`config.mk`:
```
export PLATFORM = sky130hd
export DESIGN_NAME = ternary_trit_feeder
export DESIGN_NICKNAME = d
export VERILOG_FILES = /design/src/rtl/ternary_trit_feeder_pkg.sv /design/src/rtl/ternary_trit_feeder_buffer.sv /design/src/rtl/ternary_trit_feeder.sv
export SDC_FILE = /design/constraint.sdc
export NUM_CORES = 1
export LEC_CHECK = 0
export CORE_MARGIN = 8
export CORE_UTILIZATION = 46
export DETAILED_ROUTE_END_ITERATION = 8
export HOLD_SLACK_MARGIN = 0.06
export PLACE_DENSITY = 0.74
export RECOVER_POWER = 100
export SLEW_MARGIN = 20
export SYNTH_ARGS = -nofsm -noshare
export SYNTH_HDL_FRONTEND = slang
export SYNTH_SLANG_ARGS = --single-unit
```
`constraint.sdc`:
```
create_clock -name clk -period 2.33 [get_ports clk]
set_input_delay 0.233 -clock clk [delete_from_list [all_inputs] [get_ports clk]]
set_output_delay 0.233 -clock clk [all_outputs]
set_load 0.005 [all_outputs]
```
`src/rtl/ternary_trit_feeder_pkg.sv`:
```
// Shared definitions for the ternary trit feeder: trit codes, FSM states and defaults.
package ternary_pkg;

    localparam int TPW_DEF   = 16;
    localparam int LEN_W_DEF = 16;

    localparam logic [1:0] TRIT_ZERO = 2'b00;
    localparam logic [1:0] TRIT_POS  = 2'b01;
    localparam logic [1:0] TRIT_NEG  = 2'b10;
    localparam logic [1:0] TRIT_BAD  = 2'b11;

    typedef enum logic [1:0] {
        IDLE   = 2'b00,
        STREAM = 2'b01,
        DONE   = 2'b10
    } feeder_state_e;

    function automatic logic trit_is_bad(input logic [1:0] trit);
        return (trit == TRIT_BAD);
    endfunction

endpackage

```
`src/rtl/ternary_trit_feeder_buffer.sv`:
```
// One-word trit buffer per stream: holds the packed word, tracks words still owed
// for the run, generates ready and presents the trit selected by the shared index.
module trit_word_buffer
    import ternary_pkg::*;
#(
    parameter int TPW   = TPW_DEF,
    parameter int LEN_W = LEN_W_DEF,
    parameter int IDX_W = $clog2(TPW)
) (
    input  logic               clk,
    input  logic               reset,
    input  logic               load,
    input  logic [LEN_W-1:0]   word_count,
    input  logic               stream,
    input  logic               fire_clears_buffer,
    input  logic [IDX_W-1:0]   idx,
    input  logic               in_valid,
    input  logic [2*TPW-1:0]   in_data,
    output logic               in_ready,
    output logic               buf_valid,
    output logic [1:0]         trit,
    output logic               illegal
);

    logic [2*TPW-1:0] word_r;
    logic             valid_r;
    logic [LEN_W-1:0] words_left_r;
    logic [1:0]       sel_s;
    logic             accept_s;

    // Ready may rise while the last trit of the held word is consumed, giving back-to-back words.
    always_comb begin
        sel_s    = word_r[{idx, 1'b0} +: 2];
        illegal  = trit_is_bad(sel_s);
        in_ready = stream && (words_left_r != {LEN_W{1'b0}}) && (!valid_r || fire_clears_buffer);
        accept_s = in_valid && in_ready;
        if (illegal) begin
            trit = TRIT_ZERO;
        end else begin
            trit = sel_s;
        end
    end

    // Word register, valid bit and owed-word counter.
    always_ff @(posedge clk) begin
        if (reset) begin
            word_r       <= {(2*TPW){1'b0}};
            valid_r      <= 1'b0;
            words_left_r <= {LEN_W{1'b0}};
        end else if (load) begin
            valid_r      <= 1'b0;
            words_left_r <= word_count;
        end else if (accept_s) begin
            word_r       <= in_data;
            valid_r      <= 1'b1;
            words_left_r <= words_left_r - LEN_W'(1);
        end else if (fire_clears_buffer) begin
            valid_r      <= 1'b0;
        end
    end

    assign buf_valid = valid_r;

endmodule

```
`src/rtl/ternary_trit_feeder.sv`:
```
// Feeds one ternary ALU lane: unpacks weight and activation word streams in lockstep
// and emits one trit pair per enabled cycle for a programmed count.
module ternary_trit_feeder
    import ternary_pkg::*;
#(
    parameter int TPW   = TPW_DEF,
    parameter int LEN_W = LEN_W_DEF
) (
    input  logic               clk,
    input  logic               reset,
    input  logic               start,
    input  logic [LEN_W-1:0]   length,
    input  logic               w_valid,
    input  logic [2*TPW-1:0]   w_data,
    output logic               w_ready,
    input  logic               x_valid,
    input  logic [2*TPW-1:0]   x_data,
    output logic               x_ready,
    output logic [1:0]         weight,
    output logic [1:0]         trit_in,
    output logic               lane_enable,
    output logic               busy,
    output logic               done,
    output logic               code_error
);

    localparam int IDX_W = $clog2(TPW);

    feeder_state_e    state_r, state_s;
    logic [IDX_W-1:0] idx_r;
    logic [LEN_W-1:0] remaining_r;
    logic [1:0]       weight_r, trit_in_r;
    logic             lane_enable_r, busy_r, done_r, code_error_r;

    logic             w_buf_valid_s, x_buf_valid_s;
    logic [1:0]       w_trit_s, x_trit_s;
    logic             w_illegal_s, x_illegal_s;
    logic             stream_s, fire_s, fire_clears_s, start_run_s, load_s;
    logic [LEN_W:0]   word_sum_s;
    logic [LEN_W-1:0] word_count_s;

    // Fire/clear decode and per-run word count (ceil of length over trits per word).
    always_comb begin
        stream_s      = (state_r == STREAM);
        fire_s        = stream_s && w_buf_valid_s && x_buf_valid_s && (remaining_r != {LEN_W{1'b0}});
        fire_clears_s = fire_s && ((idx_r == IDX_W'(TPW - 1)) || (remaining_r == LEN_W'(1)));
        start_run_s   = (state_r == IDLE) && start;
        load_s        = start_run_s && (length != {LEN_W{1'b0}});
        word_sum_s    = {1'b0, length} + (LEN_W + 1)'(TPW - 1);
        word_count_s  = LEN_W'(word_sum_s / (LEN_W + 1)'(TPW));
    end

    trit_word_buffer #(.TPW(TPW), .LEN_W(LEN_W), .IDX_W(IDX_W)) u_w_buf (
        .clk                (clk),
        .reset              (reset),
        .load               (load_s),
        .word_count         (word_count_s),
        .stream             (stream_s),
        .fire_clears_buffer (fire_clears_s),
        .idx                (idx_r),
        .in_valid           (w_valid),
        .in_data            (w_data),
        .in_ready           (w_ready),
        .buf_valid          (w_buf_valid_s),
        .trit               (w_trit_s),
        .illegal            (w_illegal_s)
    );

    trit_word_buffer #(.TPW(TPW), .LEN_W(LEN_W), .IDX_W(IDX_W)) u_x_buf (
        .clk                (clk),
        .reset              (reset),
        .load               (load_s),
        .word_count         (word_count_s),
        .stream             (stream_s),
        .fire_clears_buffer (fire_clears_s),
        .idx                (idx_r),
        .in_valid           (x_valid),
        .in_data            (x_data),
        .in_ready           (x_ready),
        .buf_valid          (x_buf_valid_s),
        .trit               (x_trit_s),
        .illegal            (x_illegal_s)
    );

    // Next-state logic; DONE follows the cycle in which the final pair is presented.
    always_comb begin
        state_s = state_r;
        case (state_r)
            IDLE: begin
                if (start) begin
                    if (length == {LEN_W{1'b0}}) begin
                        state_s = DONE;
                    end else begin
                        state_s = STREAM;
                    end
                end else begin
                    state_s = IDLE;
                end
            end
            STREAM: begin
                if (remaining_r == {LEN_W{1'b0}}) begin
                    state_s = DONE;
                end else begin
                    state_s = STREAM;
                end
            end
            DONE:    state_s = IDLE;
            default: state_s = IDLE;
        endcase
    end

    // State, counters and registered lane outputs.
    always_ff @(posedge clk) begin
        if (reset) begin
            state_r       <= IDLE;
            idx_r         <= {IDX_W{1'b0}};
            remaining_r   <= {LEN_W{1'b0}};
            weight_r      <= TRIT_ZERO;
            trit_in_r     <= TRIT_ZERO;
            lane_enable_r <= 1'b0;
            busy_r        <= 1'b0;
            done_r        <= 1'b0;
            code_error_r  <= 1'b0;
        end else begin
            state_r       <= state_s;
            busy_r        <= (state_s == STREAM);
            done_r        <= (state_s == DONE);
            lane_enable_r <= fire_s;
            if (fire_s) begin
                weight_r  <= w_trit_s;
                trit_in_r <= x_trit_s;
            end
            if (start_run_s) begin
                code_error_r <= 1'b0;
            end else if (fire_s && (w_illegal_s || x_illegal_s)) begin
                code_error_r <= 1'b1;
            end
            if (load_s) begin
                remaining_r <= length;
                idx_r       <= {IDX_W{1'b0}};
            end else if (fire_s) begin
                remaining_r <= remaining_r - LEN_W'(1);
                idx_r       <= fire_clears_s ? {IDX_W{1'b0}} : idx_r + IDX_W'(1);
            end
        end
    end

    assign weight      = weight_r;
    assign trit_in     = trit_in_r;
    assign lane_enable = lane_enable_r;
    assign busy        = busy_r;
    assign done        = done_r;
    assign code_error  = code_error_r;

endmodule

```
==> results.py <==
metrics = {
    "hold_path": {
        "hold_class": "primary input to flip-flop",
        "hold_depth": 2,
    },
    "job": {
        "maxCapViolCount": 0,
    },
    "grt": {
        "grt_pass1_wl_um": 31580,
        "grt_overflow": 0,
        "grt_pass1_vias": 6341,
        "antenna_found_initial": 0,
        "grt_use_total_pct": 21.97,
        "grt_max_degree": 43,
    },
    "power": {
        "irDropWorstVdd_mv": 0.6018,
        "power.leakage_nw": 3.394,
        "power.total_w": 0.006676,
        "p_per_area_nw_per_um2": 706.1,
    },
    "setup_path": {
        "critPathSlowestCell": "or4_4",
        "crit_path_frequent_cell": "buf_6",
        "crit_family": "simple AND/OR/NAND/NOR gates",
        "crit_fanout": 8,
        "cp-end-kind": "flip-flop",
        "worst_r2r_path_depth": 12,
        "crit_path_start_kind": "flip-flop",
        "arrival_ps": 2900,
        "critPathMaxStageDelay_ps": 530,
        "crit_buf_inv": 5,
        "crit_required_ps": 2680,
        "path_cells": "or4_4 > and4b_2 > buf_6 > a211o_4 > o21ai_4 > buf_6 > buf_8 > buf_6 > nand2_8 > clkbuf_16 > nand2_1 > a21oi_1",
        "path_class": "flip-flop to flip-flop",
        "cp.depth": 12,
    },
    "final_layout": {
        "diodes": 0,
        "postLayoutCellArea_um2": 9454,
        "final_cell_mix": "dfxtp_1, nand2_1, clkdlybuf4s50_1, buf_4, a21oi_1",
        "final_cells": 1123,
        "final_layout_size_suffix_gt1_share_pct": 29.78,
        "layout_commonest_cell": "dfxtp_1",
        "nets": 1027,
        "utilization_pct": 71.11,
        "area_growth_pct": 50.52,
    },
    "detailed_routing": {
        "drtIter0Drc": 590,
        "wire_per_inst_um": 18.55,
        "viasPerCell": 5.751,
        "drc": 0,
        "first_pass_iters": 5,
        "drt_wl_total_um": 20840,
        "ant_nets": 0,
        "vias": 6458,
    },
    "sta": {
        "slew_viol_final": 0,
        "skew_ps": 8.525,
        "fmax_mhz": 392.0,
        "setup_viol": 64,
        "fin_hold_ws_ps": 239.0,
        "fin_crit_sh_pct": 109.5,
        "hold_violations": 0,
        "worst_slack_ps": -221.3,
        "layout_min_cycle_time_ps": 2551,
        "max_slew_margin_pct": 53.36,
        "rsz0062_at_grt": "true",
        "worst_pin_slew_ps": 694.2,
    },
    "yosys": {
        "yosys_warnings": 0,
        "netlist_area_um2": 6281,
        "synthFlopType": "dfxtp_1",
        "syn_nets": 864,
        "synth.distinct_cells": 65,
        "synth_edf_count": 0,
        "syn_area_per_cell_um2": 8.147,
        "ys_seq_area_share_pct": 40.80,
        "async_flop_share_pct": 0,
        "syn_inst": 771,
        "synth_seq_cells": 128,
    },
    "floorplan": {
        "die_w_um": 132.9,
        "pin_count": 95,
        "rows": 42,
        "fp.dieH_um": 132.9,
        "start_util_pct": 47.24,
        "design.core.area_um2": 13300,
        "dieArea_um2": 17650,
    },
    "run_status": {
        "status": "complete, but fails checks",
        "violations": "negative setup slack",
    },
    "clock_tree": {
        "numCtsBuffers": 17,
        "clock_latency_ps": 430,
        "cts_tree": "yes",
        "cts_hold_buffers": 0,
        "cts.htree.levels": 4,
        "clock-sinks": 128,
        "clock_path_buffers": 2,
        "cts-root-buf": "clkbuf_16",
        "clkSlewWorstSetupHoldPaths_ps": 60,
    },
    "placement": {
        "dp_hpwl_um": 12910,
        "numPortBuffers": 94,
        "placed_area_um2": 7858,
        "routabilityCongestion": 0.9269,
        "dp_cells": 1067,
    },
}
## flip-flops by register name, indices dropped and copies added (netlist names)
| signal | count |
|---|---|
| u_w_buf.word_r | 32 |
| done | 1 |
| u_w_buf.words_left_r | 16 |
| state_r | 2 |
| lane_enable | 1 |
| u_x_buf.word_r | 32 |
| code_error | 1 |
| weight | 2 |
| u_w_buf.buf_valid | 1 |
| u_x_buf.buf_valid | 1 |
| busy | 1 |
| trit_in | 2 |
| remaining_r | 16 |
| idx_r | 4 |
| u_x_buf.words_left_r | 16 |
## final timing paths
path                            from                  to  slack, ps
hold / removal                 reset                busy        240
setup reg to reg      remaining_r[7]  u_x_buf.word_r[13]       -220
setup / recovery      remaining_r[7]  u_x_buf.word_r[13]       -220
hold reg to reg   u_x_buf.word_r[12]  u_x_buf.word_r[12]        450
## synthesized netlist by cell type, drive strengths merged (8+ instances only)
cell / n / area share [%]
mux2i: 14 / 2.2
xor2: 19 / 2.6
nor4: 11 / 1.2
ha: 8 / 1.6
o21ai: 25 / 2.2
nand3: 25 / 2.0
nor3: 23 / 1.9
buf: 22 / 2.2
mux4: 8 / 2.9
nand4: 8 / 0.80
or3: 8 / 0.80
xnor2: 8 / 1.1
a221oi: 10 / 1.4
nor2: 51 / 3.0
clkbuf: 28 / 1.7
a21oi: 105 / 8.4
dfxtp: 128 / 41
nand2: 165 / 9.9
inv: 14 / 0.84
a211oi: 9 / 1.4
## report_power, final
| group | total (W) | switching [W] | internal, W |
|---|---|---|---|
| combinational | 0.00140 | 0.000709 | 0.000687 |
| sequential | 0.00244 | 0.000111 | 0.00232 |
| clock | 0.00284 | 0.00103 | 0.00182 |
| total | 0.00668 | 0.00185 | 0.00483 |
## cells by family (layout without fill, tap and decap cells)
| kind of cell | Yosys count | count (layout) | share of synthesized area, % |
|---|---|---|---|
| xor gates and xnor gates | 27 | 27 | 3.765 |
| muxes | 26 | 26 | 5.817 |
| adders and majority gates | 8 | 8 | 1.594 |
| buffers and inverters | 64 | 240 | 4.661 |
| and+or+nand+nor | 324 | 324 | 23.47 |
| DFF | 128 | 128 | 40.80 |
| AOI/OAI and AO/OA | 194 | 194 | 19.90 |
## layer usage
metal	global-route usage (%)	wire (um)	up-vias
met5	0	0	-
met4	7.823	462	0
met3	6.132	1439	47
met2	36.01	10120	241
met1	26.96	8810	3099
li1	-	-	3071
## stage by stage
stage,setup TNS (ps),setup slack (ps)
6_report,-7974,-221.3
5_1_grt,-13660,-297.9
4_1_cts,-5447,-180.8
2_1_floorplan,0,8.592
3_5_place_dp,-1112,-94.59
3_3_place_gp,-174.7,-70.26
## cell type report
class	count	area, um^2
Clock inverter	13	186.4
Timing Repair Buffer	194	2021
Fill cell	979	3841
Inverter	14	52.55
Sequential cell	128	2566
Multi-Input combinational cell	579	3965
Clock buffer	19	442.9
Tap cell	176	220.2
## what timing repair did
action	4_1_cts	5_1_grt
pin swaps	12	69
gates resized for setup	48	123
buffers inserted	9	7
setup endpoints to repair	48	111
hold endpoints to repair	0	0
cloned	5	7
Note: power is estimated with default switching activity, not from simulation.
